$ cat config.mk
export PLATFORM = sky130hd
export DESIGN_NAME = uart_transmitter_flat
export DESIGN_NICKNAME = d
export VERILOG_FILES = /design/src/rtl/uart_transmitter_if.sv /design/src/rtl/uart_transmitter.sv /design/src/flat_wrapper.sv
export SDC_FILE = /design/constraint.sdc
export NUM_CORES = 1
export LEC_CHECK = 0
export BUFFER_PORTS_ARGS = -buffer_cell sky130_fd_sc_hd__buf_4
export CORE_ASPECT_RATIO = 1.5
export CORE_MARGIN = 5
export CORE_UTILIZATION = 40
export CTS_CLUSTER_DIAMETER = 30
export CTS_CLUSTER_SIZE = 30
export DETAILED_ROUTE_END_ITERATION = 8
export HOLD_SLACK_MARGIN = 0.15
export PLACE_DENSITY = 0.65
export SLEW_MARGIN = 20
export SYNTH_ARGS = -nofsm -noshare
export SYNTH_HDL_FRONTEND = slang
export SYNTH_SLANG_ARGS = --single-unit
$ cat constraint.sdc
create_clock -name clk -period 2.1 [get_ports clk]
set_clock_uncertainty 0.2 [all_clocks]
set_input_delay 0 -clock clk [delete_from_list [all_inputs] [get_ports clk]]
set_output_delay 0 -clock clk [all_outputs]
set_load 0.005 [all_outputs]
$ cat src/rtl/uart_transmitter_if.sv
// uart_transmitter_if
// Byte-wide ready/valid handshake between the MMIO write side and the UART
// transmitter.
//   data_in        byte offered by the source
//   data_in_valid  source has a byte this cycle
//   data_in_ready  transmitter can take a byte this cycle
// The master modport is the byte source and the slave modport is the transmitter.
interface uart_transmitter_if;
  logic [7:0] data_in;
  logic       data_in_valid;
  logic       data_in_ready;

  modport master (
    output data_in,
    output data_in_valid,
    input  data_in_ready
  );

  modport slave (
    input  data_in,
    input  data_in_valid,
    output data_in_ready
  );
endinterface

$ cat src/rtl/uart_transmitter.sv
// uart_transmitter
// 8N1 UART transmitter. It takes one byte per ready/valid handshake and
// serializes it as a frame: one start bit, eight data bits LSB first, and one
// stop bit. Each bit lasts CLOCK_FREQ/BAUD_RATE clock cycles.
// Ports:
//   clk         core clock; all state changes on its rising edge
//   rst_n       asynchronous active-low reset
//   tx_if       slave side of the byte handshake (data_in, data_in_valid,
//               data_in_ready)
//   serial_out  registered UART line; idles high
module uart_transmitter #(
  parameter int CLOCK_FREQ = 125_000_000,
  parameter int BAUD_RATE  = 115_200
) (
  input  logic                clk,
  input  logic                rst_n,
  uart_transmitter_if.slave   tx_if,
  output logic                serial_out
);

  localparam int SYMBOL_EDGE_TIME = CLOCK_FREQ / BAUD_RATE;
  localparam int CNT_W = (SYMBOL_EDGE_TIME > 1) ? $clog2(SYMBOL_EDGE_TIME) : 1;
  localparam logic [CNT_W-1:0] BAUD_LAST = CNT_W'(SYMBOL_EDGE_TIME - 1);

  typedef enum logic [1:0] {
    IDLE,
    START,
    DATA,
    STOP
  } state_t;

  state_t           state;
  state_t           state_next;
  logic [CNT_W-1:0] baud_cnt;
  logic [CNT_W-1:0] baud_next;
  logic [2:0]       bit_cnt;
  logic [2:0]       bit_next;
  logic [7:0]       shift_reg;
  logic [7:0]       shift_next;
  logic             serial_next;
  logic             symbol_done;

  // The last cycle of each bit period; every state transition other than the
  // handshake happens here.
  assign symbol_done = (baud_cnt == BAUD_LAST);

  // Ready depends only on the state. The asynchronous reset forces IDLE, so
  // ready rises as soon as rst_n goes low.
  assign tx_if.data_in_ready = (state == IDLE);

  // State register. serial_out is registered as well, so the line has no
  // combinational path from the handshake inputs.
  always_ff @(posedge clk or negedge rst_n) begin
    if (!rst_n) begin
      state      <= IDLE;
      baud_cnt   <= '0;
      bit_cnt    <= '0;
      shift_reg  <= '0;
      serial_out <= 1'b1;
    end else begin
      state      <= state_next;
      baud_cnt   <= baud_next;
      bit_cnt    <= bit_next;
      shift_reg  <= shift_next;
      serial_out <= serial_next;
    end
  end

  // Next-state logic. serial_next is the line level for the cycle after this
  // edge. Each transition therefore loads the level of the state being
  // entered, which keeps every symbol exactly SYMBOL_EDGE_TIME cycles long
  // after the accepting edge. The shift register loads only in IDLE, so later
  // changes on data_in cannot disturb a frame in progress.
  always_comb begin
    state_next  = state;
    baud_next   = '0;
    bit_next    = bit_cnt;
    shift_next  = shift_reg;
    serial_next = serial_out;

    if (state != IDLE) begin
      baud_next = symbol_done ? '0 : baud_cnt + 1'b1;
    end

    case (state)
      IDLE: begin
        serial_next = 1'b1;
        if (tx_if.data_in_valid) begin
          shift_next  = tx_if.data_in;
          baud_next   = '0;
          bit_next    = '0;
          state_next  = START;
          serial_next = 1'b0;
        end
      end
      START: begin
        if (symbol_done) begin
          state_next  = DATA;
          serial_next = shift_reg[0];
        end
      end
      DATA: begin
        if (symbol_done) begin
          shift_next = shift_reg >> 1;
          bit_next   = bit_cnt + 3'd1;
          if (bit_cnt == 3'd7) begin
            state_next  = STOP;
            serial_next = 1'b1;
          end else begin
            serial_next = shift_reg[1];
          end
        end
      end
      STOP: begin
        serial_next = 1'b1;
        if (symbol_done) begin
          state_next = IDLE;
        end
      end
      default: begin
        state_next  = IDLE;
        serial_next = 1'b1;
      end
    endcase
  end

endmodule

$ cat src/flat_wrapper.sv
// flat-port wrapper written by rule: the top's interface ports become plain ports
module uart_transmitter_flat 
#(
  parameter int CLOCK_FREQ = 125_000_000,
  parameter int BAUD_RATE  = 115_200
)
  (clk, rst_n, serial_out, tx_if_data_in, tx_if_data_in_valid, tx_if_data_in_ready);
  uart_transmitter_if tx_if_i ();
  input  logic clk;
  input  logic rst_n;
  output logic serial_out;
  input wire logic [$bits(tx_if_i.data_in)-1:0] tx_if_data_in;
  input wire logic [$bits(tx_if_i.data_in_valid)-1:0] tx_if_data_in_valid;
  output wire logic [$bits(tx_if_i.data_in_ready)-1:0] tx_if_data_in_ready;
  assign tx_if_i.data_in = tx_if_data_in;
  assign tx_if_i.data_in_valid = tx_if_data_in_valid;
  assign tx_if_data_in_ready = tx_if_i.data_in_ready;
  uart_transmitter #(.CLOCK_FREQ(CLOCK_FREQ), .BAUD_RATE(BAUD_RATE)) u_core (.clk(clk), .rst_n(rst_n), .tx_if(tx_if_i), .serial_out(serial_out));
endmodule
Word-level counts from Yosys, hierarchy flattened
Index checks and enable logic that the tools add are counted.
- flip-flop bits (word level): 25
- bits of input ports: 11
- output and inout port bits: 2
- logic and storage cells: 44
- $add $sub $neg: 2
- eq/ne operators: 10
- muxes and demuxes: 21
- reductions and logical operators: 6
- operator list (cell ; count):
    $mux W11 ; 4
    $mux W8 ; 2
    $pmux W8 S2 ; 1
    $add A11 B1 Y11 const B ; 1
    $eq A11 B11 Y1 const B ; 1
    $mux W2 ; 5
    $ne A2 B1 Y1 const B ; 4
    $pmux W2 S4 ; 1
    $mux W3 ; 2
    $pmux W3 S2 ; 1
    $reduce_and A5 Y1 ; 1
    $eq A2 B2 Y1 const B ; 2
    $mux W1 ; 4
    $pmux W1 S4 ; 1
    $reduce_bool A2 Y1 ; 2
    $add A3 B1 Y3 const B ; 1
    $eq A3 B3 Y1 const B ; 1
    $reduce_and A3 Y1 ; 1
    $eq A2 B1 Y1 const B ; 1
    $logic_not A2 Y1 ; 1
    $ne A2 B2 Y1 const B ; 1
    $reduce_and A2 Y1 ; 1

Depth between registers and ports, before layout
Gate-level depths: netlist (run 1).
- word-level depth: 5
- gate-level depth with buffers: 8
- depth with buffers taken out: 6

Worst setup path after synthesis (run 1)
OpenSTA, ideal clock, no wires.
- path type: register to register
- from: register u_core.baud_cnt[0]
- to: register u_core.shift_reg[0]
- library setup time: 125 ps
- arrival time: 1873 ps
- data required time: 1775 ps
- slack: -98 ps
- stages on the path, launching flop included: 9
- path buffers: 2
- clock period less this slack: 2198 ps
- cells stage by stage: dfrtp_1 > inv_1 > ha_1 > nand4bb_1 > or4_1 > buf_2 > a21o_1 > buf_6 > mux2_4
- word-level cells in the longest chain between the ends: 3
- ends and longest elaborated chain (element ; line ; RTL):
    start: declaration ; uart_transmitter.sv:34 ; logic [CNT_W-1:0] baud_cnt;
    start signal: assignment ; uart_transmitter.sv:62 ; baud_cnt <= baud_next;
    $eq A11 B11 Y1 ; uart_transmitter.sv:45 ; assign symbol_done = (baud_cnt == BAUD_LAST);
    $ne A2 B1 Y1 (no source line) ; n/a ;
    $reduce_and A3 Y1 (no source line) ; n/a ;
    end signal: assignment ; uart_transmitter.sv:64 ; shift_reg <= shift_next;
    end: declaration ; uart_transmitter.sv:38 ; logic [7:0] shift_reg;
No other way between the ends.
A chain may end at the register's enable or synchronous reset.

Final worst setup path (run 1)
- from: register u_core.baud_cnt[1]
- to: register u_core.shift_reg[3]
Same word-level chain as after synthesis.

==> results.sh, run 1 <==
export IMPL_path_clk_slew_ns=0.08
export IMPL_rsz0062_at_grt="true"
export IMPL_worstPathRequired_ns=2.05
export IMPL_portBuffers=12
export IMPL_mostFrequentLayoutCells="buf_4 (28), dfrtp_1 (24), nor2_1 (13)"
export IMPL_grt_pass1_vias=1031
export IMPL_synth_top_family_by_area="multiplexers"
export IMPL_endpoint_kind="register"
export IMPL_synth_compound_area_share_pct=5.468
export IMPL_timing_final_ws_setup_ns=0.06922
export IMPL_grt_pass1_wl_um=4436
export IMPL_clkLatencyLatePin_ns=0.26
export IMPL_grt_overflow_total=0
export IMPL_start_util_pct=42.31
export IMPL_cp_top_family="simple AND/OR/NAND/NOR gates"
export IMPL_num_fill_cells=282
export IMPL_avgSynthCellArea_um2=11.16
export IMPL_path_cells="inv_1 -> ha_1 -> nand4bb_1 -> or4_4 -> a21o_4 -> mux2_4"
export IMPL_drt_iter0_markers=18
export IMPL_worst_path_largest_cell_delay_ns=0.45
export IMPL_cts_tree="built"
export IMPL_ir_drop_mv=0.7234
export IMPL_grtUsageTotal_pct=12.00
export IMPL_synthMuxAreaShare_pct=17.61
export IMPL_fp_dieH_um=81.15
export IMPL_synth_nets=140
export IMPL_synth_warnings=0
export IMPL_arrival_ns=1.98
export IMPL_layout_cells_most_common="buf_4"
export IMPL_fin_crit_ns=2.031
export IMPL_cts_setup_buffers=0
export IMPL_vias=965
export IMPL_fmax_ghz=0.4924
export IMPL_wirelength_um=2543
export IMPL_fin_crit_sh_pct=96.70
export IMPL_path_max_fanout=10
export IMPL_fin_nets=181
export IMPL_setup_worst_path_class="register to register"
export IMPL_htree_levels=1
export IMPL_ant_nets=0
export IMPL_grt_start_max_net_pins=25
export IMPL_startpoint_type="register"
export IMPL_largest_reg_flops=11
export IMPL_gp_congestion=0.7789
export IMPL_p_per_area_mw_per_mm2=1232
export IMPL_slew_headroom_pct=65.11
export IMPL_synth_seq_cells=25
export IMPL_drc_errors=0
export IMPL_hold_violations=0
export IMPL_cts_root_buf="clkbuf_8"
export IMPL_num_rows=25
export IMPL_post_dp_hpwl_um=1813
export IMPL_diodes=0
export IMPL_holdCritPathClass="input port to asynchronous set/reset pin"
export IMPL_coreArea_mm2=0.003191
export IMPL_async_reset_ff_share_pct=100.0
export IMPL_cts_buffers=3
export IMPL_maxCapViolCount=0
export IMPL_ys_seq_area_share_pct=46.43
export IMPL_synth_edff_count=0
export IMPL_syn_area_mm2=0.001350
export IMPL_die_area_mm2=0.004661
export IMPL_post_place_ws_ns=-0.09970
export IMPL_avgRoutedWirePerCell_um=12.65
export IMPL_cts_max_path_buffers=2
export IMPL_setup_violations=0
export IMPL_crit_slowest_cell="or4_4"
export IMPL_synth_xor_area_share_pct=5.839
export IMPL_vias_per_cell=4.801
export IMPL_run_status="complete, no violations"
export IMPL_antenna_found_initial=0
export IMPL_drive_gt1_share_pct=35.40
export IMPL_p_leak_nw=0.8487
export IMPL_maxSlewViolCount=0
export IMPL_worst_pin_slew_ns=0.5234
export IMPL_die_x_um=57.44
export IMPL_synthSimpleGateAreaFrac_pct=12.33
export IMPL_netlist_instances=121
export IMPL_cts_sinks=25
export IMPL_critPathBufInv=1
export IMPL_synth_adder_area_share_pct=7.414
export IMPL_holdWs_ns=0.1370
export IMPL_first_pass_iters=3
export IMPL_synthFlopType="dfrtp_1"
export IMPL_syn2layout_area_growth_pct=32.07
export IMPL_io_pins=13
export IMPL_yosysUniqueCellTypes=30
## Yosys cell counts, drive strengths merged, types with 3 or more instances
cell | count | area, um2
ha | 8 | 100.1
nand3 | 4 | 20.02
nor3 | 3 | 15.01
nor2 | 13 | 48.80
inv | 10 | 37.54
dfrtp | 24 | 600.6
o21ai | 4 | 20.02
xnor2 | 7 | 61.31
nand2 | 5 | 18.77
buf | 3 | 21.27
mux2 | 17 | 217.7
## repair_timing
action                                 in CTS  in global routing
pin swaps                                   0                  1
hold buffers                               12                  0
setup endpoints to repair                  12                 23
resized for setup                           3                  6
endpoints found under the hold margin      35                  0
## final timing paths
path	endpoint	cells after the start	from	slack, ns
max	u_core.shift_reg[3]	6	u_core.baud_cnt[1]	0.07
min reg2reg	u_core.shift_reg[5]	1	u_core.shift_reg[5]	0.31
min in group clk	u_core.shift_reg[5]	1	u_core.shift_reg[5]	0.31
min	u_core.baud_cnt[10]	3	rst_n	0.14
max in group asynchronous	u_core.serial_out	3	rst_n	1.12
max reg2reg	u_core.shift_reg[3]	6	u_core.baud_cnt[1]	0.07
## layout make-up
type                       count  area, um2  share of cell area, %
timing repair buffer          41      336.6                  18.88
inverter                      10      37.54                  2.105
tap                           40      50.05                  2.807
multi-input combinational     81      686.9                  38.53
clock buffer                   4      45.04                  2.526
sequential                    25      626.9                  35.16
## routing by layer
layer | up-vias | global-route usage (%) | wire length, um
li1 | 484 | - | -
met1 | 469 | 13.42 | 1062
met2 | 10 | 22.85 | 1401
met3 | 2 | 1.908 | 59
met4 | 0 | 3.480 | 20
met5 | - | 0 | 0
## power by group
group	leakage (nW)	total, mW	internal (mW)	switching (mW)
registers	0.320	0.732	0.644	0.0876
logic	0.506	1.19	0.696	0.492
clock network	0.0228	0.275	0.135	0.140
total	0.849	2.20	1.48	0.720
## cells by family (layout without fill, tap and decap cells)
group | count (synthesis) | after routing
simple gates | 34 | 34
mux | 19 | 19
buf+inv | 15 | 55
xor+xnor | 9 | 9
fa+ha+maj | 8 | 8
flops | 25 | 25
compound gates | 11 | 11
## metrics by stage
step	setup TNS, ns	cells	cell area (um2)	power [mW]	utilization, %
after floorplan	-0.5342	121	1350	1.522	-
final	0	201	1783	2.196	55.88
after global routing	-0.06836	201	1783	2.374	55.88
after global placement	-0.6048	185	1589	1.806	49.80
after detailed placement	-0.9439	185	1589	1.840	49.80
after CTS	-0.2505	201	1763	2.154	55.25
## worst min-delay path: stages
cell and delay (ns):
dlygate4sd3_1 0.52, buf_4 0.10, buf_2 0.43
No activity file was read; power rests on OpenSTA's default activity.
==> run 2: changes to the inputs <==
--- a/config.mk
+++ b/config.mk
@@ -5,15 +5,15 @@
 export SDC_FILE = /design/constraint.sdc
 export NUM_CORES = 1
 export LEC_CHECK = 0
-export BUFFER_PORTS_ARGS = -buffer_cell sky130_fd_sc_hd__buf_4
 export CORE_ASPECT_RATIO = 1.5
 export CORE_MARGIN = 5
 export CORE_UTILIZATION = 40
 export CTS_CLUSTER_DIAMETER = 30
 export CTS_CLUSTER_SIZE = 30
 export DETAILED_ROUTE_END_ITERATION = 8
+export DONT_BUFFER_PORTS = 1
 export HOLD_SLACK_MARGIN = 0.15
-export PLACE_DENSITY = 0.65
+export PLACE_DENSITY = 0.61
 export SLEW_MARGIN = 20
 export SYNTH_ARGS = -nofsm -noshare
 export SYNTH_HDL_FRONTEND = slang
==> run 2 against run 1 <==
The run now ends with setup timing left. Clock power increased by 3%. Die area unchanged. Count of clock-buffer cells in the layout decreased by 1. Hold slack improved by 0.18 ns. Largest power group unchanged. First-iteration DRC count decreased by 17%. Highest routed layer unchanged. Design area decreased by 3.2%. Sequential power increased by 1%. Cell count decreased by 6.5%.
==> results.sh, run 2 (same netlist as run 1, synthesis figures left out) <==
export IMPL_largest_reg_flops=11
export IMPL_htree_levels=1
export IMPL_cts_sinks=25
export IMPL_r2r_end="u_core.shift_reg[2]"
export IMPL_vias_per_cell=4.963
export IMPL_timing_final_ws_setup_ns=-0.0004461
export IMPL_first_pass_iters=4
export IMPL_grt_pass1_wl_um=4547
export IMPL_startpoint_type="register"
export IMPL_fmax_ghz=0.4761
export IMPL_start_util_pct=42.31
export IMPL_multi_input_area_um2=686.9
export IMPL_path_cells="inv_1 -> ha_1 -> nand4bb_1 -> or4_4 -> a21o_4 -> mux2_4"
export IMPL_maxSlewViolCount=0
export IMPL_fin_crit_sh_pct=100.0
export IMPL_grt_overflow_total=0
export IMPL_design_area_mm2=0.001727
export IMPL_hold_path_end="u_core.shift_reg[4]"
export IMPL_fp_dieH_um=81.15
export IMPL_fin_crit_ns=2.100
export IMPL_cts_root_buf="clkbuf_8"
export IMPL_total_power_mw=2.213
export IMPL_drc_errors=0
export IMPL_die_x_um=57.44
export IMPL_violations="setup timing"
export IMPL_slew_headroom_pct=76.58
export IMPL_seqPwrFrac_pct=33.4
export IMPL_diodes=0
export IMPL_io_pins=13
export IMPL_gp_congestion=0.7971
export IMPL_post_route_util_pct=54.12
export IMPL_coreArea_mm2=0.003191
export IMPL_switchingPower_uw=731.9
export IMPL_drive_gt1_share_pct=29.73
export IMPL_cts_max_path_buffers=2
export IMPL_drt_iter0_markers=15
export IMPL_num_fill_cells=269
export IMPL_mostFrequentLayoutCells="dfrtp_1 (24), nor2_1 (13), buf_4 (13)"
export IMPL_syn2layout_area_growth_pct=27.90
export IMPL_grtUsageTotal_pct=12.40
export IMPL_clkLatencyLatePin_ns=0.27
export IMPL_hold_path_depth=1
export IMPL_layout_cells_most_common="dfrtp_1"
export IMPL_vias=933
export IMPL_rsz0062_at_grt="true"
export IMPL_power_frac_clock_pct=12.7
export IMPL_arrival_ns=2.06
export IMPL_min_from="u_core.shift_reg[4]"
export IMPL_setup_violations=1
export IMPL_die_area_mm2=0.004661
export IMPL_grt_start_max_net_pins=25
export IMPL_regArea_um2=626.9
export IMPL_grt_pass1_vias=1044
export IMPL_p_int_mw=1.481
export IMPL_setup_worst_path_class="register to register"
export IMPL_run_status="complete, but fails checks"
export IMPL_antenna_found_initial=0
export IMPL_holdCritPathClass="register to register"
export IMPL_pwr_share_comb_pct=53.8
export IMPL_ir_drop_mv=0.9311
export IMPL_worstPathRequired_ns=2.06
export IMPL_endpoint_kind="register"
export IMPL_placed_area_mm2=0.001489
export IMPL_fin_nets=168
export IMPL_portBuffers=0
export IMPL_p_per_area_mw_per_mm2=1282
export IMPL_cts_buffers=3
export IMPL_maxCapViolCount=0
export IMPL_path_max_fanout=10
export IMPL_crit_slowest_cell="or4_4"
export IMPL_path_clk_slew_ns=0.09
export IMPL_worst_pin_slew_ns=0.3481
export IMPL_switching_share_pct=33.07
export IMPL_p_leak_nw=0.8075
export IMPL_rr_startpoint="u_core.baud_cnt[1]"
export IMPL_hold_violations=0
export IMPL_cts_tree="built"
export IMPL_rrSetupSlack_ns=-0.0004
export IMPL_post_dp_hpwl_um=1832
export IMPL_wirelength_um=2530
export IMPL_worstRegToRegCells=6
export IMPL_avgRoutedWirePerCell_um=13.46
export IMPL_num_rows=25
export IMPL_worst_path_largest_cell_delay_ns=0.51
export IMPL_ant_nets=0
## run 2: critical path, delay by kind of cell, from the launching register on
family / cells / cell delay [ns]
fa+ha+maj: 1 / 0.13
mux: 1 / 0.31
simple gates: 2 / 0.61
flops: 1 / 0.39
compound gates: 1 / 0.29
buf+inv: 1 / 0.06
## run 2: worst max-delay path by stage
stage                             from                   to  depth (start not counted)
global route        u_core.baud_cnt[1]  u_core.shift_reg[6]                          6
global placement    u_core.baud_cnt[0]  u_core.shift_reg[6]                          6
floorplan           u_core.baud_cnt[0]  u_core.shift_reg[0]                          8
detailed placement  u_core.baud_cnt[0]  u_core.shift_reg[6]                          6
CTS                 u_core.baud_cnt[1]      u_core.state[1]                          7
finish              u_core.baud_cnt[1]  u_core.shift_reg[2]                          6
## run 2: timing repair
item | CTS | global route
resized for setup | 6 | 3
endpoints found under the setup margin | 12 | 17
hold buffers | 13 | 0
pin swaps | 0 | 0
hold endpoints to repair | 37 | 0
setup buffers | 1 | 0
## run 2: routing by layer
layer	track usage [%]	vias to the layer above	part of all wire, %
met4	4.872	0	2.5
met5	0	-	0
met3	2.067	8	2.9
met1	13.83	452	40
li1	-	459	-
met2	22.96	14	54
## run 2: power by group through the flow
stage	clock (mW)	sequential, mW	combinational, mW
global placement	0	0.743	1.02
CTS	0.296	0.738	1.17
finish	0.282	0.740	1.19
detailed placement	0	0.752	1.05
global route	0.320	0.760	1.31
floorplan	0	0.734	0.788
## run 2: layout make-up
type                            count  area share (%)
Sequential cell                    25           36.30
Clock inverter                      1          0.2899
Inverter                           10           2.174
Timing Repair Buffer               28           16.16
Clock buffer                        3           2.391
Multi-Input combinational cell     81           39.78
Tap cell                           40           2.899
## run 2: per-stage QoR
step / hold WS (ns) / setup TNS (ns) / instances / worst slack (ns)
after global placement: -0.4948 / -0.5264 / 170 / -0.05864
after detailed placement: -0.4944 / -0.7369 / 170 / -0.07692
after CTS: 0.3166 / 0 / 188 / 0.01203
after global routing: 0.3233 / -0.7051 / 188 / -0.07225
final: 0.3129 / -0.0004461 / 188 / -0.0004461
after floorplan: -0.4956 / -0.5342 / 121 / -0.07631
